===== src/rtl/imuldiv_muldiv_dispatch.sv =====
// Multiply/divide dispatcher: accepts one muldiv request, forwards it to the multiplier or
// divider, and returns the selected 32-bit word. Optional macro: IMULDIV_DIV_ZERO_BYPASS_EN.
module imuldiv_muldiv_dispatch (
  input  logic        clk,
  input  logic        reset,

  input  logic [2:0]  muldivreq_msg_fn,
  input  logic [31:0] muldivreq_msg_a,
  input  logic [31:0] muldivreq_msg_b,
  input  logic        muldivreq_val,
  output logic        muldivreq_rdy,

  output logic [31:0] mulreq_msg_a,
  output logic [31:0] mulreq_msg_b,
  output logic        mulreq_val,
  input  logic        mulreq_rdy,

  input  logic [63:0] mulresp_msg_result,
  input  logic        mulresp_val,
  output logic        mulresp_rdy,

  output logic        divreq_msg_fn,
  output logic [31:0] divreq_msg_a,
  output logic [31:0] divreq_msg_b,
  output logic        divreq_val,
  input  logic        divreq_rdy,

  input  logic [63:0] divresp_msg_result,
  input  logic        divresp_val,
  output logic        divresp_rdy,

  output logic [31:0] muldivresp_msg_result,
  output logic        muldivresp_val,
  input  logic        muldivresp_rdy
);

  localparam logic [2:0] FN_MUL  = 3'd0;
  localparam logic [2:0] FN_DIV  = 3'd1;
  localparam logic [2:0] FN_DIVU = 3'd2;
  localparam logic [2:0] FN_REM  = 3'd3;
  localparam logic [2:0] FN_REMU = 3'd4;

  typedef enum logic [1:0] {IDLE, ISSUE, WAIT, RESP} state_t;

  state_t      state;
  logic [2:0]  fn_q;
  logic [31:0] a_q;
  logic [31:0] b_q;
  logic [31:0] result_q;

  logic is_mul, is_div, is_rem, is_signed, div_bypass, use_div;
  logic unused_mul_hi;

  assign is_mul    = (fn_q == FN_MUL);
  assign is_div    = (fn_q == FN_DIV) || (fn_q == FN_DIVU) || (fn_q == FN_REM) || (fn_q == FN_REMU);
  assign is_rem    = (fn_q == FN_REM) || (fn_q == FN_REMU);
  assign is_signed = (fn_q == FN_DIV) || (fn_q == FN_REM);

`ifdef IMULDIV_DIV_ZERO_BYPASS_EN
  assign div_bypass = is_div && (b_q == 32'd0);
`else
  assign div_bypass = 1'b0;
`endif
  assign use_div = is_div && !div_bypass;

  // Only the low product word is ever returned.
  assign unused_mul_hi = ^mulresp_msg_result[63:32];

  assign muldivreq_rdy         = (state == IDLE);
  assign mulreq_val            = (state == ISSUE) && is_mul;
  assign divreq_val            = (state == ISSUE) && use_div;
  assign mulresp_rdy           = (state == WAIT) && is_mul;
  assign divresp_rdy           = (state == WAIT) && use_div;
  assign muldivresp_val        = (state == RESP);
  assign muldivresp_msg_result = result_q;

  assign mulreq_msg_a  = a_q;
  assign mulreq_msg_b  = b_q;
  assign divreq_msg_a  = a_q;
  assign divreq_msg_b  = b_q;
  assign divreq_msg_fn = is_signed;

  always_ff @(posedge clk) begin
    if (reset) begin
      state    <= IDLE;
      fn_q     <= 3'd0;
      a_q      <= 32'd0;
      b_q      <= 32'd0;
      result_q <= 32'd0;
    end else begin
      case (state)
        IDLE: begin
          if (muldivreq_val) begin
            fn_q  <= muldivreq_msg_fn;
            a_q   <= muldivreq_msg_a;
            b_q   <= muldivreq_msg_b;
            state <= ISSUE;
          end
        end
        ISSUE: begin
          if (is_mul) begin
            if (mulreq_rdy) state <= WAIT;
          end else if (use_div) begin
            if (divreq_rdy) state <= WAIT;
          end else begin
            // Illegal fn returns 0; bypassed divide-by-zero returns all-ones or the dividend.
            result_q <= div_bypass ? (is_rem ? a_q : 32'hFFFF_FFFF) : 32'd0;
            state    <= RESP;
          end
        end
        WAIT: begin
          if (is_mul && mulresp_val) begin
            result_q <= mulresp_msg_result[31:0];
            state    <= RESP;
          end else if (use_div && divresp_val) begin
            result_q <= is_rem ? divresp_msg_result[63:32] : divresp_msg_result[31:0];
            state    <= RESP;
          end
        end
        RESP: begin
          if (muldivresp_rdy) state <= IDLE;
        end
        default: state <= IDLE;
      endcase
    end
  end

endmodule


===== config.mk =====
export PLATFORM = sky130hd
export DESIGN_NAME = imuldiv_muldiv_dispatch
export DESIGN_NICKNAME = d
export VERILOG_FILES = /design/src/rtl/imuldiv_muldiv_dispatch.sv
export SDC_FILE = /design/constraint.sdc
export NUM_CORES = 1
export LEC_CHECK = 0
export BUFFER_PORTS_ARGS = -buffer_cell sky130_fd_sc_hd__buf_4
export CELL_PAD_IN_SITES_DETAIL_PLACEMENT = 1
export CELL_PAD_IN_SITES_GLOBAL_PLACEMENT = 2
export CORE_UTILIZATION = 20
export CTS_BUF_LIST = sky130_fd_sc_hd__clkbuf_2
export DETAILED_ROUTE_END_ITERATION = 10
export GPL_ROUTABILITY_DRIVEN = 0
export PLACE_DENSITY = 0.79
export SYNTH_ARGS = -nofsm -noshare
export SYNTH_HDL_FRONTEND = slang
export SYNTH_SLANG_ARGS = --single-unit

===== constraint.sdc =====
create_clock -name clk -period 2.4 [get_ports clk]
set_input_delay 0.24 -clock clk [delete_from_list [all_inputs] [get_ports clk]]
set_output_delay 0.24 -clock clk [all_outputs]
set_load 0.01 [all_outputs]

==> impl_metrics.json, run 1 <==
{
  "antenna_found_initial": 2,
  "syn_inst": 579,
  "ios": 370,
  "synth_area_leaders": "dfxtp_1 (43%), nand2_1 (11%), a21oi_1 (11%), buf_4 (11%), mux2i_1 (7.0%)",
  "tightest_slew_ps": 661.6,
  "drv_cap": 0,
  "fin_ws_ps": 207.2,
  "cp-start-kind": "flip-flop",
  "wl_met2_um": 10910,
  "vias": 5546,
  "final_core_util_pct": 38.42,
  "drt_iter0_drc": 178,
  "synth_seq_cells": 101,
  "power.density_nw_per_um2": 713.8,
  "rows": 55,
  "fin_nets": 1198,
  "drc": 0,
  "finalCriticalPeriod_ps": 2193,
  "skew_ps": 27.69,
  "die_area_um2": 24300,
  "die_height_um": 155.9,
  "ant_nets": 0,
  "crit_required_ps": 2160,
  "clkSlewWorstSetupHoldPaths_ps": 290,
  "run_status": "completed",
  "hpwl_um": 13410,
  "drtPass1Iterations": 4,
  "grtUsageTotal_pct": 16.57,
  "cp_cell_sequence": "buf_4, or2_2, nand2_1, and3_1, buf_4",
  "ys_types": 33,
  "syn2layout_area_growth_pct": 85.87,
  "grt_setup_unrepaired": "false",
  "finalHoldViolCount": 0,
  "clock_path_buffers": 2,
  "cts_tree": "done",
  "fmax_mhz": 456.0,
  "cp_data_arrival_time_ps": 1950,
  "cts.sinks": 101,
  "grt_first_pass_wirelength_um": 31190,
  "dp.cells": 1136,
  "grt_pass1_vias": 5811,
  "cts_setup_buffers": 0,
  "tritoncts.num_buffers": 9,
  "insertion_delay_ps": 600,
  "die_x_um": 155.9,
  "layout-drive-gt1-share_pct": 37.65,
  "port_buffers": 337,
  "final_common_cell": "buf_4",
  "crit_type": "flip-flop to primary output",
  "relSlewSlack_pct": 55.90,
  "globalRouteOverflowTotal": 0,
  "vias_per_cell": 4.230,
  "period_share_pct": 91.37,
  "wl_met1_um": 8294,
  "synth_ff_type": "dfxtp_1",
  "ir_worst_vdd_uv": 279.0,
  "coreArea_um2": 22920,
  "hold_class": "primary input to flip-flop",
  "routed_wl_um": 21040,
  "fill_cells": 2682,
  "grt_start_max_net_pins": 65,
  "leakage_nw": 4.039,
  "crit_slowest_cell": "dfxtp_1",
  "syn-num-nets": 786,
  "finalSetupViolCount": 0,
  "final_cell_mix": "buf_4 (346), dlygate4sd3_1 (157), nand2_1 (137)",
  "syn_avg_cell_area_um2": 8.181,
  "critical-path-max-stage-delay_ps": 380,
  "crit_fanout": 10,
  "yosys.area.top_type": "dfxtp_1",
  "async_reset_ff_share_pct": 0,
  "cp_num_buf_inv": 2,
  "top_layer_used": "met4",
  "fin_cells": 1311,
  "cp_common_cell": "buf_4",
  "initial_utilization_pct": 20.67,
  "synth_warnings": 0,
  "maxSlewViolCount": 0,
  "critical-path-top-delay-family": "simple AND/OR/NAND/NOR gates",
  "synth_edf_count": 0,
  "cts_root_buf": "clkbuf_2",
  "yosysSeqAreaShare_pct": 42.68,
  "wl_met3_um": 1629,
  "htree_levels": 3,
  "end_kind": "primary output",
  "synth_top_area_share_pct": 42.68,
  "wire_per_inst_um": 16.05,
  "dpl_worst_slack_ps": 443.3,
  "synth_area_um2": 4737,
  "setup-tns-final_ps": 0
}
## through the flow
step           total power [mW]  hold slack [ps]  instance area [um2]
2_1_floorplan             4.004            376.0                 4737
3_3_place_gp              5.199            460.9                 7116
3_5_place_dp              5.234            468.8                 7116
4_1_cts                   6.375           0.1457                 8792
5_1_grt                   6.747            19.82                 8805
6_report                  6.285            89.70                 8805
## final timing paths
| kind | from | to | slack [ps] | cells past startpoint |
|---|---|---|---|---|
| min | divresp_msg_result[17] | muldivresp_msg_result[17] | 90 | 4 |
| max reg2reg | state[0] | divreq_msg_a[9] | 270 | 7 |
| max | fn_q[0] | divreq_val | 210 | 5 |
| min reg2reg | divreq_msg_a[5] | divreq_msg_a[5] | 490 | 2 |
## layer usage
| metal | vias up | GRT usage [%] |
|---|---|---|
| met3 | 13 | 4.806 |
| met2 | 230 | 31.65 |
| met1 | 2608 | 17.66 |
| li1 | 2695 | - |
| met4 | 0 | 3.968 |
| met5 | - | 0 |
## worst reg2reg max path: stages (launching register included)
cell,delay [ps]
dfxtp_1,410
inv_1,110
ha_1,250
and2_2,190
buf_6,300
nand2_1,110
a21oi_1,150
dlygate4sd3_1,570
## cell type report
type / instances / area (um2) / area share [%]
repair buffers: 507 / 4232 / 48.06
multi-input cells: 366 / 2027 / 23.02
flip-flops and latches: 101 / 2022 / 22.96
well taps: 313 / 391.6 / 4.448
clock inverters: 6 / 55.05 / 0.6253
clock buffers: 10 / 50.05 / 0.5684
inverters: 6 / 22.52 / 0.2558
diodes: 2 / 5.005 / 0.05684
## flip-flops by register name, indices dropped and copies added, names as in the netlist
signal                 flops
divreq_msg_b              32
fn_q                       3
divreq_msg_a              32
state                      2
muldivresp_msg_result     32
## where the power goes
part / switching (mW) / internal [mW] / total, mW
combinational: 1.60 / 1.57 / 3.17
sequential: 0.275 / 2.02 / 2.30
clock: 0.658 / 0.162 / 0.820
total: 2.53 / 3.76 / 6.28
## what timing repair did
item,in CTS,in global routing
hold buffers,157,0
endpoints found under the setup margin,0,1
endpoints found under the hold margin,99,0
resized for setup,0,2
## logic make-up (layout without fill, tap and decap cells)
group / Yosys count / count (layout) / synth area share (%)
AND/OR/NAND/NOR: 187 / 187 / 15.80
other: 0 / 2 / 0
flip-flops: 101 / 101 / 42.68
buffers and inverters: 112 / 529 / 14.84
AO/OA/AOI/OAI: 141 / 141 / 18.36
adder cells (fa/ha/maj): 4 / 4 / 1.057
multiplexers: 34 / 34 / 7.264
## cell usage after synthesis (2+ instances only)
cell type and n:
buf_6 4, inv_1 6, ha_1 4, a21oi_1 101
clkbuf_1 29, buf_1 5, nand2_1 138, buf_4 67
a22o_1 32, nor2_1 37, mux2i_1 33, dfxtp_1 101
and3_1 2
No activity file was read; power rests on OpenSTA's default activity.
==> run 2: changes to the inputs <==
- CORE_MARGIN: default -> 2
- SETUP_SLACK_MARGIN: default -> 0.3
- clock period: 2.4 -> 2.2 ns (I/O delays scaled with it)
==> impl_metrics.json, run 2 (synthesis results as in run 1) <==
{
  "run_status": "completed",
  "final_common_cell": "buf_4",
  "routed_wl_um": 22960,
  "hold_class": "primary input to flip-flop",
  "cts_tree": "done",
  "final_core_util_pct": 39.13,
  "fin_ws_ps": 153.7,
  "tritoncts.num_buffers": 9,
  "layout-drive-gt1-share_pct": 39.57,
  "die_x_um": 157.9,
  "power.density_nw_per_um2": 779.2,
  "vias": 5727,
  "cp_data_arrival_time_ps": 1830,
  "cts_root_buf": "clkbuf_2",
  "ant_nets": 0,
  "syn2layout_area_growth_pct": 92.74,
  "cts.sinks": 101,
  "globalRouteMet1Util_pct": 18.56,
  "insertion_delay_ps": 630,
  "drv_cap": 0,
  "grtUsageTotal_pct": 17.03,
  "hpwl_um": 13640,
  "ir_worst_vdd_uv": 291.1,
  "worstHoldStart": "muldivreq_val",
  "r2r_cells": 8,
  "fill_cells": 2696,
  "grt_setup_unrepaired": "true",
  "grt_busiest_layer": "met2",
  "finalCriticalPeriod_ps": 2046,
  "coreArea_um2": 23330,
  "final_cell_mix": "buf_4 (350), dlygate4sd3_1 (162), nand2_1 (136)",
  "finalHoldViolCount": 0,
  "crit_end": "divresp_rdy",
  "ios": 370,
  "dp.cells": 1142,
  "r2r-end": "muldivresp_msg_result[4]",
  "rows": 56,
  "relSlewSlack_pct": 55.84,
  "fmax_mhz": 488.7,
  "antenna_found_initial": 2,
  "globalRouteOverflowTotal": 0,
  "vias_per_cell": 4.283,
  "cp-start-kind": "flip-flop",
  "wire_per_inst_um": 17.17,
  "fin_nets": 1218,
  "grt_start_max_net_pins": 65,
  "initial_utilization_pct": 20.30,
  "worstReg2RegStart": "fn_q[1]",
  "grtUsageMet2_pct": 31.12,
  "grt_first_pass_wirelength_um": 32920,
  "period_share_pct": 93.01,
  "cp-startpoint": "fn_q[1]",
  "crit_fanout": 4,
  "gr-usage-met3_pct": 4.599,
  "port_buffers": 337,
  "crit_type": "flip-flop to primary output",
  "crit_required_ps": 1980,
  "reg2reg_slack_ps": 200,
  "leakage_nw": 4.141,
  "dpl_worst_slack_ps": 229.5,
  "setup-tns-final_ps": 0,
  "finalSetupViolCount": 0,
  "fin_cells": 1337,
  "clock_path_buffers": 2,
  "skew_ps": 44.29,
  "end_kind": "primary output",
  "tightest_slew_ps": 662.3,
  "maxSlewViolCount": 0,
  "clkSlewWorstSetupHoldPaths_ps": 320,
  "drt_iter0_drc": 209,
  "drc": 0,
  "drtPass1Iterations": 4,
  "die_height_um": 157.9,
  "grt_pass1_vias": 5997,
  "die_area_um2": 24930,
  "htree_levels": 3
}
==> run 2: worst min path at each step <==
stage                                            to  slack (ps)  cells after the start
after floorplan                             fn_q[1]         360                      2
after global placement    muldivresp_msg_result[12]         460                      1
after detailed placement  muldivresp_msg_result[24]         460                      1
after CTS                  muldivresp_msg_result[0]           5                      4
after global routing                divreq_msg_b[1]          50                      5
final                              divreq_msg_a[16]         110                      5
==> run 2: timing repair <==
item                       in CTS  in global routing
hold buffers                  161                  1
gates resized for setup        18                 11
setup buffers                   5                  5
setup endpoints to repair      37                 39
pin swaps                      19                 16
hold endpoints to repair      100                  1
cloned                          2                  3
==> run 2: power by group <==
part           leakage (nW)  switching (mW)  total, mW  internal [mW]
Sequential            0.827           0.313       2.53           2.21
Combinational          3.26            1.87       3.73           1.87
Clock                0.0562           0.693      0.853          0.160
==> run 2: routing by layer <==
metal | part of all wire [%] | vias to the layer above | wire (um)
met5 | 0 | - | 0
met4 | 2.4 | 0 | 557
met3 | 8.2 | 28 | 1884
met2 | 51 | 249 | 11680
met1 | 38 | 2719 | 8833
li1 | - | 2731 | -
==> run 2: through the flow <==
| stage | area, um2 | power, mW | hold WS, ps |
|---|---|---|---|
| after floorplan | 4737 | 4.368 | 356.0 |
| after global placement | 7136 | 5.690 | 462.6 |
| after detailed placement | 7136 | 5.743 | 465.0 |
| after CTS | 8976 | 7.013 | 5.435 |
| after global routing | 9130 | 7.617 | 47.68 |
| final | 9130 | 7.114 | 113.0 |
==> run 2: final cells by class <==
cell class	instances	area (um2)	share of cell area [%]
Timing Repair Buffer	527	4502	49.31
Multi-Input combinational cell	366	2079	22.78
Sequential cell	101	2031	22.24
Tap cell	319	399.1	4.372
Clock buffer	11	55.05	0.6030
Clock inverter	5	36.28	0.3974
Inverter	6	22.52	0.2467
Antenna cell	2	5.005	0.05482
==> run 2: critical path, cell delays in order (launching register included) <==
cell	delay (ps)
dfxtp_2	400
buf_6	110
or3_4	400
and3_4	190
buf_6	120
==> run 3: changes to the inputs <==
- CORE_MARGIN: 2 -> 3
- PLACE_DENSITY: 0.79 -> default
- PLACE_DENSITY_LB_ADDON: default -> 0.1
==> impl_metrics.json, run 3 (synthesis results as in run 1) <==
{
  "cts.sinks": 101,
  "cp-start-kind": "flip-flop",
  "clkSlewWorstSetupHoldPaths_ps": 260,
  "crit_type": "flip-flop to flip-flop",
  "r2r_cells": 7,
  "tightest_slew_ps": 647.8,
  "initial_utilization_pct": 20.61,
  "crit_slowest_cell": "or4b_2",
  "drc": 0,
  "fin_nets": 1205,
  "p_seq_share_pct": 34.0,
  "power.density_nw_per_um2": 811.3,
  "total_power_mw": 7.400,
  "grt_setup_unrepaired": "true",
  "die_x_um": 159.9,
  "coreArea_um2": 22980,
  "intPower_mw": 4.617,
  "run_status": "completed",
  "power.switching_mw": 2.783,
  "cts_tree": "done",
  "hold_depth": 4,
  "min_to": "muldivresp_msg_result[21]",
  "fill_cells": 2748,
  "finalSetupViolCount": 0,
  "hold_class": "primary input to flip-flop",
  "crit_required_ps": 2730,
  "clock_path_buffers": 2,
  "wire_per_inst_um": 16.26,
  "setup-tns-final_ps": 0,
  "maxSlewViolCount": 0,
  "htree_levels": 3,
  "worstReg2RegStart": "fn_q[0]",
  "tritoncts.num_buffers": 9,
  "final_common_cell": "buf_4",
  "antenna_found_initial": 1,
  "grt_pass1_vias": 6109,
  "vias": 5573,
  "comb_power_share_pct": 50.5,
  "p_clk_share_pct": 15.5,
  "drv_cap": 0,
  "fmax_mhz": 488.2,
  "hpwl_um": 14230,
  "leakage_nw": 4.142,
  "relSlewSlack_pct": 56.81,
  "grt_start_max_net_pins": 68,
  "layout-drive-gt1-share_pct": 40.12,
  "final_cell_mix": "buf_4 (346), dlygate4sd3_1 (149), nand2_1 (136)",
  "syn2layout_area_growth_pct": 92.55,
  "skew_ps": 36.39,
  "end_kind": "flip-flop",
  "r2r-end": "state[0]",
  "crit_fanout": 7,
  "vias_per_cell": 4.235,
  "ios": 370,
  "port_buffers": 337,
  "rows": 55,
  "insertion_delay_ps": 600,
  "reg2reg_slack_ps": 150,
  "ir_worst_vdd_uv": 303.3,
  "drt_iter0_drc": 182,
  "globalRouteOverflowTotal": 0,
  "grt_first_pass_wirelength_um": 33400,
  "cp_data_arrival_time_ps": 2570,
  "cts_root_buf": "clkbuf_2",
  "cp_cell_sequence": "buf_6, buf_4, or4b_2, o31ai_1, a211oi_4, a41o_1, a21oi_1",
  "power_switching_share_pct": 37.61,
  "finalHoldViolCount": 0,
  "finalCriticalPeriod_ps": 2048,
  "die_height_um": 159.9,
  "ant_nets": 0,
  "grtUsageTotal_pct": 16.19,
  "critical-path-max-stage-delay_ps": 670,
  "timing.hold.ws_ps": 70.04,
  "die_area_um2": 25570,
  "worstHoldStart": "divresp_msg_result[53]",
  "period_share_pct": 93.11,
  "routed_wl_um": 21390,
  "drtPass1Iterations": 4
}
run 3: worst max-delay path by stage:
stage / to / cells after the start / slack (ps) / startpoint
after floorplan: muldivresp_msg_result[0] / 6 / 310 / fn_q[1]
after global placement: muldivresp_msg_result[25] / 6 / 300 / fn_q[0]
after detailed placement: muldivresp_msg_result[11] / 6 / 270 / fn_q[0]
after CTS: divreq_val / 4 / 100 / fn_q[0]
after global routing: muldivresp_msg_result[30] / 8 / 50 / fn_q[0]
final: state[0] / 7 / 150 / fn_q[0]
run 3: critical path: cells and delay by family (launching register included):
family	cells	cell delay (ps)
AOI/OAI and AO/OA	4	650
buffers and inverters	2	250
DFF	1	420
and+or+nand+nor	1	670
run 3: through the flow:
stage	worst slack [ps]	std cells	util [%]	instance area, um2
global route	51.43	1316	39.68	9121
CTS	95.74	1314	39.48	9074
detailed placement	266.6	1135	31.03	7133
finish	151.6	1316	39.68	9121
global placement	302.4	1135	31.03	7133
floorplan	310.6	579	-	4737
run 3: power groups by stage:
stage	sequential [mW]	clock, mW	combinational [mW]
2_1_floorplan	2.63	0	1.74
3_3_place_gp	2.53	0	3.18
3_5_place_dp	2.55	0	3.23
5_1_grt	2.58	1.30	4.07
4_1_cts	2.52	1.23	3.74
6_report	2.51	1.15	3.74
run 3: timing repair:
action	CTS	global route
gates resized for setup	23	8
buffers inserted	10	1
hold buffers	149	0
endpoints found under the setup margin	38	39
pin swaps	19	24
gates cloned	5	0
hold endpoints to repair	100	0
run 3: cell type report:
class | instances | area (um2) | share of cell area, %
clock buffer | 9 | 45.04 | 0.4938
sequential | 101 | 2031 | 22.26
timing repair buffer | 514 | 4446 | 48.74
inverter | 6 | 22.52 | 0.2469
multi-input combinational | 366 | 2071 | 22.70
antenna | 1 | 2.502 | 0.02743
tap | 313 | 391.6 | 4.294
clock inverter | 6 | 112.6 | 1.235
run 3: per-layer routing:
| metal | GRT usage (%) | routed length, um | up-vias |
|---|---|---|---|
| li1 | - | - | 2706 |
| met1 | 17.96 | 8471 | 2645 |
| met2 | 30.98 | 11390 | 200 |
| met5 | 0 | 0 | - |
| met3 | 3.035 | 1142 | 22 |
| met4 | 5.128 | 391 | 0 |
